[src/rtl/aes_cmd_sequencer.sv]
// Command sequencer in front of the AES core: turns key-expand / encrypt / decrypt
// commands into single-cycle core strobes and returns exactly one response per command.
module aes_cmd_sequencer #(
   parameter int KEY_S          = 256,
   parameter int BLK_S          = 128,
   parameter int TIMEOUT_CYCLES = 64
) (
   input  logic             clk,
   input  logic             reset,
   input  logic             s_cmd_valid,
   output logic             s_cmd_ready,
   input  logic [1:0]       s_cmd_op,
   input  logic             s_cmd_mode,
   input  logic [KEY_S-1:0] s_cmd_data,
   output logic             m_out_valid,
   input  logic             m_out_ready,
   output logic [BLK_S-1:0] m_out_data,
   output logic [1:0]       m_out_status,
   output logic             key_valid,
   output logic             en_key,
   output logic             en_cipher,
   output logic             en_decipher,
   output logic             aes128_mode,
   output logic             aes256_mode,
   output logic [KEY_S-1:0] aes_key,
   output logic [BLK_S-1:0] aes_in_blk,
   input  logic [BLK_S-1:0] aes_out_blk,
   input  logic             en_o,
   input  logic             aes_op_in_progress
);

   localparam int CNT_W = $clog2(TIMEOUT_CYCLES + 1);
   localparam logic [CNT_W-1:0] CNT_MAX  = CNT_W'(TIMEOUT_CYCLES);
   localparam logic [CNT_W-1:0] CNT_ONE  = CNT_W'(32'd1);
   localparam logic [CNT_W-1:0] CNT_ZERO = {CNT_W{1'b0}};

   localparam logic [1:0] OP_KEY = 2'b00;
   localparam logic [1:0] OP_ENC = 2'b01;
   localparam logic [1:0] OP_DEC = 2'b10;

   localparam logic [1:0] ST_OK      = 2'b00;
   localparam logic [1:0] ST_NOKEY   = 2'b01;
   localparam logic [1:0] ST_BADOP   = 2'b10;
   localparam logic [1:0] ST_TIMEOUT = 2'b11;

   typedef enum logic [1:0] {
      IDLE  = 2'd0,
      ISSUE = 2'd1,
      WAIT  = 2'd2,
      RESP  = 2'd3
   } state_t;

   state_t             state_r, state_s;
   logic [1:0]         op_r, op_s;
   logic [CNT_W-1:0]   cnt_r, cnt_s, cnt_inc_s;
   logic               ready_r, ready_s;
   logic               valid_r, valid_s;
   logic [BLK_S-1:0]   data_r, data_s;
   logic [1:0]         status_r, status_s;
   logic               kv_r, kv_s;
   logic [KEY_S-1:0]   key_r, key_s;
   logic [BLK_S-1:0]   blk_r, blk_s;
   logic               m128_r, m128_s;
   logic               m256_r, m256_s;
   logic [2:0]         strobe_r, strobe_s;   // {en_decipher, en_cipher, en_key}

   function automatic logic [2:0] strobe_for_op(input logic [1:0] op);
      case (op)
         OP_KEY:  return 3'b001;
         OP_ENC:  return 3'b010;
         OP_DEC:  return 3'b100;
         default: return 3'b000;
      endcase
   endfunction

   // Next-state and next-output logic of the command FSM
   always_comb begin
      state_s   = state_r;
      op_s      = op_r;
      cnt_s     = cnt_r;
      valid_s   = valid_r;
      data_s    = data_r;
      status_s  = status_r;
      kv_s      = kv_r;
      key_s     = key_r;
      blk_s     = blk_r;
      m128_s    = m128_r;
      m256_s    = m256_r;
      strobe_s  = 3'b000;
      ready_s   = 1'b0;
      cnt_inc_s = (cnt_r == CNT_MAX) ? cnt_r : cnt_r + CNT_ONE;
      case (state_r)
         IDLE: begin
            if (s_cmd_valid && ready_r) begin
               op_s = s_cmd_op;
               case (s_cmd_op)
                  OP_KEY: begin
                     key_s   = s_cmd_data;
                     m128_s  = ~s_cmd_mode;
                     m256_s  = s_cmd_mode;
                     kv_s    = 1'b0;
                     state_s = ISSUE;
                  end
                  OP_ENC, OP_DEC: begin
                     blk_s = s_cmd_data[BLK_S-1:0];
                     if (kv_r) begin
                        state_s = ISSUE;
                     end else begin
                        state_s  = RESP;
                        valid_s  = 1'b1;
                        status_s = ST_NOKEY;
                        data_s   = {BLK_S{1'b0}};
                     end
                  end
                  default: begin
                     state_s  = RESP;
                     valid_s  = 1'b1;
                     status_s = ST_BADOP;
                     data_s   = {BLK_S{1'b0}};
                  end
               endcase
               // Registered strobe: fire in the first ISSUE cycle when the core is idle now
               if ((state_s == ISSUE) && !aes_op_in_progress) begin
                  strobe_s = strobe_for_op(s_cmd_op);
               end else begin
                  strobe_s = 3'b000;
               end
            end else begin
               state_s = IDLE;
            end
         end
         ISSUE: begin
            if (strobe_r != 3'b000) begin
               state_s = WAIT;
               cnt_s   = CNT_ZERO;
            end else if (!aes_op_in_progress) begin
               strobe_s = strobe_for_op(op_r);
            end else begin
               state_s = ISSUE;
            end
         end
         WAIT: begin
            cnt_s = cnt_inc_s;
            // Completion takes priority over the terminal count
            if (en_o) begin
               state_s  = RESP;
               valid_s  = 1'b1;
               status_s = ST_OK;
               data_s   = (op_r == OP_KEY) ? {BLK_S{1'b0}} : aes_out_blk;
               kv_s     = (op_r == OP_KEY) ? 1'b1 : kv_r;
            end else if (cnt_inc_s == CNT_MAX) begin
               state_s  = RESP;
               valid_s  = 1'b1;
               status_s = ST_TIMEOUT;
               data_s   = {BLK_S{1'b0}};
               kv_s     = 1'b0;
            end else begin
               state_s = WAIT;
            end
         end
         RESP: begin
            if (m_out_ready) begin
               valid_s = 1'b0;
               state_s = IDLE;
            end else begin
               state_s = RESP;
            end
         end
         default: begin
            state_s = IDLE;
         end
      endcase
      ready_s = (state_s == IDLE);
   end

   // State and output registers
   always_ff @(posedge clk or negedge reset) begin
      if (!reset) begin
         state_r  <= IDLE;
         op_r     <= 2'b00;
         cnt_r    <= CNT_ZERO;
         ready_r  <= 1'b0;
         valid_r  <= 1'b0;
         data_r   <= {BLK_S{1'b0}};
         status_r <= 2'b00;
         kv_r     <= 1'b0;
         key_r    <= {KEY_S{1'b0}};
         blk_r    <= {BLK_S{1'b0}};
         m128_r   <= 1'b0;
         m256_r   <= 1'b0;
         strobe_r <= 3'b000;
      end else begin
         state_r  <= state_s;
         op_r     <= op_s;
         cnt_r    <= cnt_s;
         ready_r  <= ready_s;
         valid_r  <= valid_s;
         data_r   <= data_s;
         status_r <= status_s;
         kv_r     <= kv_s;
         key_r    <= key_s;
         blk_r    <= blk_s;
         m128_r   <= m128_s;
         m256_r   <= m256_s;
         strobe_r <= strobe_s;
      end
   end

   assign s_cmd_ready  = ready_r;
   assign m_out_valid  = valid_r;
   assign m_out_data   = data_r;
   assign m_out_status = status_r;
   assign key_valid    = kv_r;
   assign en_key       = strobe_r[0];
   assign en_cipher    = strobe_r[1];
   assign en_decipher  = strobe_r[2];
   assign aes128_mode  = m128_r;
   assign aes256_mode  = m256_r;
   assign aes_key      = key_r;
   assign aes_in_blk   = blk_r;

endmodule

[config.mk]
export PLATFORM = sky130hd
export DESIGN_NAME = aes_cmd_sequencer
export DESIGN_NICKNAME = d
export VERILOG_FILES = /design/src/rtl/aes_cmd_sequencer.sv
export SDC_FILE = /design/constraint.sdc
export NUM_CORES = 1
export LEC_CHECK = 0
export ABC_AREA = 1
export ABC_CLOCK_PERIOD_IN_PS = 2600
export CORE_AREA = 4 4 354 356
export CTS_BUF_LIST = sky130_fd_sc_hd__clkbuf_16
export DETAILED_ROUTE_END_ITERATION = 8
export DIE_AREA = 0 0 358 360
export DONT_BUFFER_PORTS = 1
export PLACE_DENSITY = 0.39
export SYNTH_ARGS = -nofsm -noshare
export SYNTH_HDL_FRONTEND = slang
export SYNTH_SLANG_ARGS = --single-unit
[constraint.sdc]
create_clock -name clk -period 2.6 [get_ports clk]
set_clock_uncertainty 0.15 [all_clocks]
set_input_delay 0.78 -clock clk [delete_from_list [all_inputs] [get_ports clk]]
set_output_delay 0.78 -clock clk [all_outputs]
set_load 0.01 [all_outputs]
==> results of run 1 <==
==> synthesized netlist by cell type (all sizes together) <==
cell	number	area, µm²
nand2	1071	4020
dfrtp	533	13300
o21ai	264	1320
inv	156	586
clkbuf	72	270
buf	41	263
nor2	19	86.3
nand3	13	70.1
ha	6	75.1
nand4	5	31.3
o22ai	4	25.0
a21oi	2	10.0
nor3	2	10.0
o31ai	2	15.0
a211oi	1	7.51
a32o	1	10.0
nor4	1	6.26
o21a	1	7.51
o21bai	1	7.51
or3	1	6.26
==> stage by stage <==
step	setup slack (ps)	power [µW]	instance area, µm²
floorplan	418	18900	20200
global placement	134	21700	22200
detailed placement	147	21800	22200
CTS	192	30900	24300
global route	41.0	32600	24400
finish	271	30500	24400
==> critical path: stages (launching register included) <==
cell	delay, ps
dfrtp_1	440
inv_1	150
ha_1	160
nand2_1	50
inv_1	60
nand3_1	90
nand2_1	100
nand3_1	80
nor2_1	130
nand2_1	110
nand2_2	130
nand3_4	80
buf_12	170
clkbuf_16	190
nand2_1	60
nand2_1	50
==> state kept, by name (all words and copies together), names as in the netlist <==
name,count
key_valid,1
s_cmd_ready,1
aes_key,256
aes_in_blk,128
m_out_data,128
strobe_r,3
cnt_r,7
aes256_mode,1
op_r,2
aes128_mode,1
m_out_valid,1
state_r,2
m_out_status,2
==> layout make-up <==
| class | count | area [µm²] | area share (%) |
|---|---|---|---|
| antenna | 8 | 20.0 | 0.0822 |
| clock buffer | 67 | 1680 | 6.88 |
| clock inverter | 48 | 362 | 1.48 |
| inverter | 156 | 593 | 2.43 |
| multi-input combinational | 1395 | 5750 | 23.6 |
| sequential | 533 | 13300 | 54.7 |
| tap | 1625 | 2030 | 8.35 |
| timing repair buffer | 48 | 591 | 2.42 |
==> power by group through the flow <==
| stage | clock (µW) | combinational (µW) | sequential (µW) |
|---|---|---|---|
| 6_report | 8800 | 5090 | 16600 |
| 5_1_grt | 9550 | 6090 | 17000 |
| 4_1_cts | 9230 | 4960 | 16700 |
| 3_5_place_dp | 0 | 4990 | 16800 |
| 3_3_place_gp | 0 | 4810 | 16900 |
| 2_1_floorplan | 0 | 3890 | 15000 |
==> metal layers <==
layer	global-route usage [%]	share of wire (%)	routed length (µm)	vias up
met5	0.222	0.082	62	-
met4	4.50	3.5	2640	6
met3	4.51	11	8030	116
met2	18.3	48	36200	622
met1	12.6	38	28300	6663
li1	-	-	-	6768
==> path summary, 6_finish.rpt <==
path | start | endpoint | slack [ps] | cells after the start
hold / removal | reset | aes_key[163] | -280 | 0
setup / recovery | cnt_r[0] | m_out_data[70] | 270 | 15
setup reg to reg | cnt_r[0] | m_out_data[70] | 270 | 15
max in group asynchronous | reset | aes_key[25] | 680 | 0
min in group clk | s_cmd_data[192] | aes_key[192] | 130 | 2
hold reg to reg | op_r[1] | strobe_r[1] | 320 | 1
==> cells by family after synthesis <==
group,share of synthesized area [%]
DFF,66.1
AOI/OAI and AO/OA,6.96
and+or+nand+nor,21.0
adders and majority gates,0.372
buffers and inverters,5.55
==> repair_timing <==
action | in CTS | in global routing
resized for setup | 0 | 0
endpoints found under the setup margin | 0 | 40
setup buffers | 0 | 3
endpoints found under the hold margin | 533 | 533
==> impl_metrics.csv, run 1 <==
group,metric,value,unit
floorplan,core-area,0.122,mm²
floorplan,pin_count,915,
power,p_switching,11800,µW
synth,ys_warn_count,0,
worst_hold_path,hold_path_class,"in -> async",
route,drt_iter0_drc,910,
route,avgRoutedWirePerCell,19.4,µm
power,p_leak,0.0125,µW
clocking,cts_buffer_depth,3,
grt,grt_pass1_wl,105,mm
critical_path,cp_max_fo,15,
grt,grt_max_degree,534,
power,intPower,18600,µW
grt,overflow,0,
place,place.gp.congestion,0.876,
power,pwr-share-seq,54.4,%
critical_path,crit_type,"reg -> reg",
critical_path,worst_ep_required_time,2940,ps
sta,fmax,0.429,GHz
synth,syn_area,0.0202,mm²
status,violations,"hold timing, slew limit",
route,routed_wl,75.3,mm
sta,setup_viol_count_final,0,
layout,syn2layout_area_growth,20.8,%
sta,rsz0062_at_grt,"no",
synth,ys_seq_area_share,66.1,%
floorplan,rows,128,
status,status,"finished, violations left",
sta,hold_violations,270,
power,pwr-share-comb,16.7,%
synth,synthCells,2196,
critical_path,critPathLaunchType,"flop",
synth,ys_ff_latch,533,
layout,fillers,13555,
synth,synth_nets,2595,
clocking,clk_latency,610,ps
power,p_per_area,1250,mW/mm²
critical_path,arrival,2670,ps
layout,finish.utilization,20.0,%
power,clockPowerShare,28.9,%
sta,period_share,89.6,%
synth,synth_area_per_cell,9.18,µm²
route,final_antenna_net_count,0,
synth,ys_types,29,
sta,maxSlewHeadroom,-60.0,%
run,drv_cap,0,
power,swShare,38.8,%
clocking,cts_tree,"yes",
sta,worst_pin_slew,2400,ps
floorplan,die_h,360,µm
floorplan,fp.dieW,358,µm
sta,fin_tns_setup,0,ps
layout,final_cell_mix,"nand2_1, dfrtp_1, o21ai_0",
route,viasPerCell,3.65,
place,place_inst,3752,
power,peakVddDrop,0.000704,V
sta,period_minus_slack,2330,ps
floorplan,dieArea,0.129,mm²
route,drtPass1Iterations,5,
layout,nets,2599,
clocking,cts_inserted_buffers,66,
route,via_count,14175,
route,drc_errors,0,
place,io_buffers,0,
grt,grt_use_total,11.1,%
sta,whs,-283,ps
sta,drv_slew,243,
layout,layout_commonest_cell,"nand2_1",
clocking,cts_root_buf,"clkbuf_16",
critical_path,endpoint_kind,"flop",
grt,antenna_found_initial,8,
layout,fin_cells,3880,
floorplan,start_util,16.6,%
clocking,clk_pin_slew,60,ps
clocking,cts.sinks,533,
grt,first_global_vias,14312,
clocking,htreeDepth,3,
place,hpwl,56.0,mm
layout,drive_above_1_share,6.76,%
Note: power is estimated with default switching activity, not from simulation.
==> inputs of run 2 (changes only) <==
--- a/config.mk
+++ b/config.mk
@@ -7,10 +7,10 @@
 export LEC_CHECK = 0
 export ABC_AREA = 1
 export ABC_CLOCK_PERIOD_IN_PS = 2600
-export CORE_AREA = 4 4 354 356
+export CORE_AREA = 2 2 352 354
 export CTS_BUF_LIST = sky130_fd_sc_hd__clkbuf_16
 export DETAILED_ROUTE_END_ITERATION = 8
-export DIE_AREA = 0 0 358 360
+export DIE_AREA = 0 0 354 356
 export DONT_BUFFER_PORTS = 1
 export PLACE_DENSITY = 0.39
 export SYNTH_ARGS = -nofsm -noshare
==> run 2 against run 1 <==
The run still ends with hold timing, slew limit left. Sequential power hardly changed. Hold slack lost 17 ps. First-iteration DRC count up 34%. Clock power decreased by 4.2%. Non-clock buffer count shrank 5. Power shrank 2.9%. Global-route usage is 0.20 points lower. Die area decreased by 2.2%. Core utilization down 0.27 points. Critical endpoint is now aes_key[214]. Largest power group unchanged.
==> impl_metrics.csv, run 2 (synthesis results as in run 1) <==
group,metric,value,unit
grt,use_met1,12.8,%
route,drc_errors,0,
status,violations,"hold timing, slew limit",
status,status,"finished, violations left",
grt,grt_pass1_wl,103,mm
layout,syn2layout_area_growth,20.1,%
place,place.gp.congestion,0.847,
power,p_leak,0.0124,µW
clocking,ctsResizeCount,0,
sta,period_share,92.2,%
layout,fin_cells,3874,
route,final_antenna_net_count,0,
grt,first_global_vias,14265,
power,peakVddDrop,0.000551,V
sta,fmax,0.417,GHz
clocking,cts_inserted_buffers,61,
sta,rsz0062_at_grt,"no",
critical_path,cp_slowest_cell,"dfrtp_1",
critical_path,crit_type,"reg -> reg",
clocking,cts_root_buf,"clkbuf_16",
layout,fillers,13653,
grt,antenna_found_initial,7,
layout,largest_register_ffs,256,
critical_path,worst_ep_required_time,3020,ps
grt,grt_use_total,10.9,%
sta,whs,-300,ps
floorplan,fp.dieW,354,µm
clocking,cts.sinks,533,
grt,grt_max_degree,534,
route,drt_iter0_drc,1222,
floorplan,rows,129,
clocking,htreeDepth,2,
sta,maxSlewHeadroom,-1.86,%
critical_path,arrival,2820,ps
sta,fin_tns_setup,0,ps
critical_path,endpoint_kind,"flop",
grt,grtUsageMet2,17.7,%
layout,finish.utilization,19.7,%
clocking,clk_pin_slew,70,ps
clocking,postCtsSetupRepairBufs,0,
sta,worst_pin_slew,1530,ps
layout,nets,2588,
grt,grt.busiest_layer,"met2",
critical_path,cp_max_fo,30,
critical_path,r2r-start,"s_cmd_ready",
floorplan,core-area,0.123,mm²
floorplan,die_h,356,µm
worst_hold_path,hold_path_class,"in -> async",
layout,drive_above_1_share,6.32,%
layout,final_cell_mix,"nand2_1, dfrtp_1, o21ai_0",
sta,drv_slew,40,
route,routed_wl,72.0,mm
critical_path,cp-startpoint,"s_cmd_ready",
sta,hold_violations,460,
place,io_buffers,0,
power,p_per_area,1220,mW/mm²
run,drv_cap,0,
grt,grt_util_met3,4.61,%
grt,overflow,0,
floorplan,start_util,16.4,%
layout,layout_commonest_cell,"nand2_1",
critical_path,critPathLaunchType,"flop",
sta,period_minus_slack,2400,ps
place,hpwl,53.4,mm
critical_path,critPathMaxStageDelay,630,ps
clocking,clk_latency,640,ps
place,place_inst,3763,
sta,setup_viol_count_final,0,
clocking,cts_buffer_depth,3,
critical_path,crit_top_cell,"nand2_1",
route,via_count,14128,
critical_path,crit_chain,"nand2_1 > buf_12 > nor2_4 > inv_2 > nor2_4 > buf_12 > buf_4 > nand2_1 > nand2_1",
clocking,cts_tree,"yes",
route,viasPerCell,3.65,
route,drtPass1Iterations,5,
route,avgRoutedWirePerCell,18.6,µm
floorplan,dieArea,0.126,mm²
floorplan,pin_count,915,
[run 2: cell type report]
class | count | area [µm²] | area share (%)
antenna | 5 | 12.5 | 0.0517
clock buffer | 61 | 1530 | 6.30
clock inverter | 45 | 389 | 1.61
inverter | 156 | 593 | 2.45
multi-input combinational | 1394 | 5740 | 23.7
sequential | 533 | 13300 | 55.1
tap | 1637 | 2050 | 8.46
timing repair buffer | 43 | 573 | 2.37
[run 2: worst max-delay path, delay by kind of cell, from the launching register on]
kind                   cells  cell delay, ps
buffers and inverters      4             710
AND/OR/NAND/NOR            5             790
flip-flops                 1             630
[run 2: power by group]
part	internal, µW	switching [µW]
clock network	4750	3680
registers	11600	4770
logic	1840	2920
[run 2: final timing paths]
check	endpoint	slack, ps	cells after the start
max	aes_key[214]	200	9
min	aes_key[148]	-300	0
max reg2reg	aes_key[214]	200	9
min reg2reg	strobe_r[1]	330	1
max in group asynchronous	aes_key[15]	1400	0
min in group clk	aes_key[138]	90	2
[run 2: per-layer routing]
metal | share of wire (%) | vias to the layer above
li1 | - | 6742
met2 | 47 | 605
met3 | 11 | 100
met1 | 39 | 6681
met4 | 3.0 | 0
met5 | 0 | -
[run 2: through the flow]
| step | total power (µW) | setup slack [ps] | area [µm²] |
|---|---|---|---|
| CTS | 30100 | 173 | 24200 |
| global placement | 21400 | 115 | 22300 |
| global route | 31600 | 6.61 | 24200 |
| detailed placement | 21500 | 117 | 22300 |
| finish | 29600 | 202 | 24200 |
| floorplan | 18900 | 418 | 20200 |
==> inputs of run 3 (changes only) <==
--- a/config.mk
+++ b/config.mk
@@ -7,10 +7,10 @@
 export LEC_CHECK = 0
 export ABC_AREA = 1
 export ABC_CLOCK_PERIOD_IN_PS = 2600
-export CORE_AREA = 2 2 352 354
+export CORE_AREA = 5 5 355 357
 export CTS_BUF_LIST = sky130_fd_sc_hd__clkbuf_16
 export DETAILED_ROUTE_END_ITERATION = 8
-export DIE_AREA = 0 0 354 356
+export DIE_AREA = 0 0 360 362
 export DONT_BUFFER_PORTS = 1
 export PLACE_DENSITY = 0.39
 export SYNTH_ARGS = -nofsm -noshare
==> run 3 against run 2 <==
The run still ends with hold timing, slew limit left. Hold slack better by 34 ps. Cell area is 0.88% higher. Die area is 3.4% higher. Clock-buffer cell count is 6 higher. Via count is 1.9% higher. Final cell count is 0.57% higher. Largest power group unchanged. Highest routed layer is now met5.
==> impl_metrics.csv, run 3 (synthesis results as in run 1) <==
group,metric,value,unit
status,status,"finished, violations left",
status,violations,"hold timing, slew limit",
clocking,htreeDepth,3,
critical_path,worst_ep_required_time,2910,ps
critical_path,crit_type,"reg -> reg",
sta,hold_violations,343,
route,via_count,14391,
sta,setup_viol_count_final,0,
critical_path,endpoint_kind,"flop",
floorplan,core-area,0.123,mm²
floorplan,start_util,16.4,%
grt,grt_pass1_wl,109,mm
sta,maxSlewHeadroom,-18.7,%
clocking,cts_buffer_depth,3,
layout,layout_commonest_cell,"nand2_1",
route,routed_wl,76.7,mm
sta,rsz0062_at_grt,"no",
power,p_leak,0.0125,µW
layout,nets,2606,
floorplan,fp.dieW,360,µm
route,drtPass1Iterations,5,
floorplan,pin_count,915,
sta,drv_slew,136,
layout,final_cell_mix,"nand2_1, dfrtp_1, o21ai_0",
layout,syn2layout_area_growth,21.1,%
sta,whs,-266,ps
floorplan,rows,129,
clocking,cts_tree,"yes",
sta,period_share,89.4,%
power,p_per_area,1230,mW/mm²
layout,drive_above_1_share,6.78,%
clocking,cts_inserted_buffers,66,
route,viasPerCell,3.69,
grt,grt_use_total,11.2,%
critical_path,critPathLaunchType,"flop",
place,io_buffers,0,
route,drt_iter0_drc,1029,
clocking,cts.sinks,533,
clocking,clk_latency,600,ps
place,hpwl,58.1,mm
grt,grt_max_degree,534,
power,peakVddDrop,0.000524,V
floorplan,die_h,362,µm
critical_path,arrival,2640,ps
grt,antenna_found_initial,10,
grt,overflow,0,
clocking,postCtsSetupRepairBufs,0,
layout,fillers,13761,
sta,period_minus_slack,2330,ps
route,avgRoutedWirePerCell,19.7,µm
sta,fmax,0.430,GHz
floorplan,dieArea,0.130,mm²
worst_hold_path,hold_path_class,"in -> async",
clocking,ctsResizeCount,0,
clocking,cts_root_buf,"clkbuf_16",
route,drc_errors,0,
clocking,clk_pin_slew,60,ps
place,place.gp.congestion,0.867,
sta,fin_tns_setup,0,ps
route,final_antenna_net_count,0,
layout,largest_register_ffs,256,
grt,first_global_vias,14891,
run,drv_cap,0,
sta,worst_pin_slew,1780,ps
critical_path,cp_max_fo,35,
==> run 3: cell count changes in the layout (fill, tap and decap cells not counted), sizes merged <==
cell,delta
buf,+13
bufinv,-2
clkbuf,+6
clkinv,+8
clkinvlp,-4
diode,-1
inv,+2
==> run 3: layout make-up <==
| type | instances | area [µm²] | share of cell area (%) |
|---|---|---|---|
| multi-input combinational | 1394 | 5740 | 23.5 |
| timing repair buffer | 56 | 646 | 2.64 |
| inverter | 156 | 593 | 2.43 |
| tap | 1637 | 2050 | 8.38 |
| sequential | 533 | 13300 | 54.6 |
| antenna | 4 | 10.0 | 0.0410 |
| clock buffer | 67 | 1680 | 6.86 |
| clock inverter | 49 | 383 | 1.57 |
==> run 3: metal layers <==
metal  vias up  part of all wire, %  routed length [µm]  GRT usage (%)
li1       6775                    -                   -              -
met1      6850                   38               28800           12.6
met2       648                   47               36300           18.3
met3       116                   12                9220           5.85
met4         2                  2.9                2250           3.82
met5         -                0.017                  13              0
==> run 3: final timing paths <==
kind	from	end	slack, ps	depth (start not counted)
setup / recovery	s_cmd_ready	aes_key[11]	270	9
hold / removal	reset	aes_key[180]	-270	0
setup reg to reg	s_cmd_ready	aes_key[11]	270	9
hold reg to reg	op_r[0]	strobe_r[2]	360	1
max in group asynchronous	reset	aes_key[20]	1160	0
min in group clk	aes_out_blk[7]	m_out_data[7]	120	2
==> run 3: critical path: stages (launching register included) <==
cell and delay (ps):
dfrtp_1 520, nand2_1 300, nor2_4 210, inv_2 50, nor2_4 260, inv_8 80
buf_12 160, buf_4 240, nand2_1 60, o21ai_0 70
==> run 3: report_power, final <==
| part | internal [µW] | total [µW] | switching (µW) |
|---|---|---|---|
| registers | 11600 | 16600 | 4930 |
| logic | 1830 | 4750 | 2920 |
| clock network | 5020 | 8800 | 3780 |
==> run 3: through the flow <==
stage / util (%) / cells / worst slack, ps / cell area (µm²) / total power (µW)
final: 19.9 / 3896 / 274 / 24400 / 30100
after global placement: 18.2 / 3776 / 35.0 / 22400 / 21600
after floorplan: - / 2196 / 418 / 20200 / 18900
after global routing: 19.9 / 3895 / 45.9 / 24400 / 32200
after detailed placement: 18.2 / 3776 / 48.5 / 22400 / 21700
after CTS: 19.9 / 3892 / 167 / 24400 / 30800
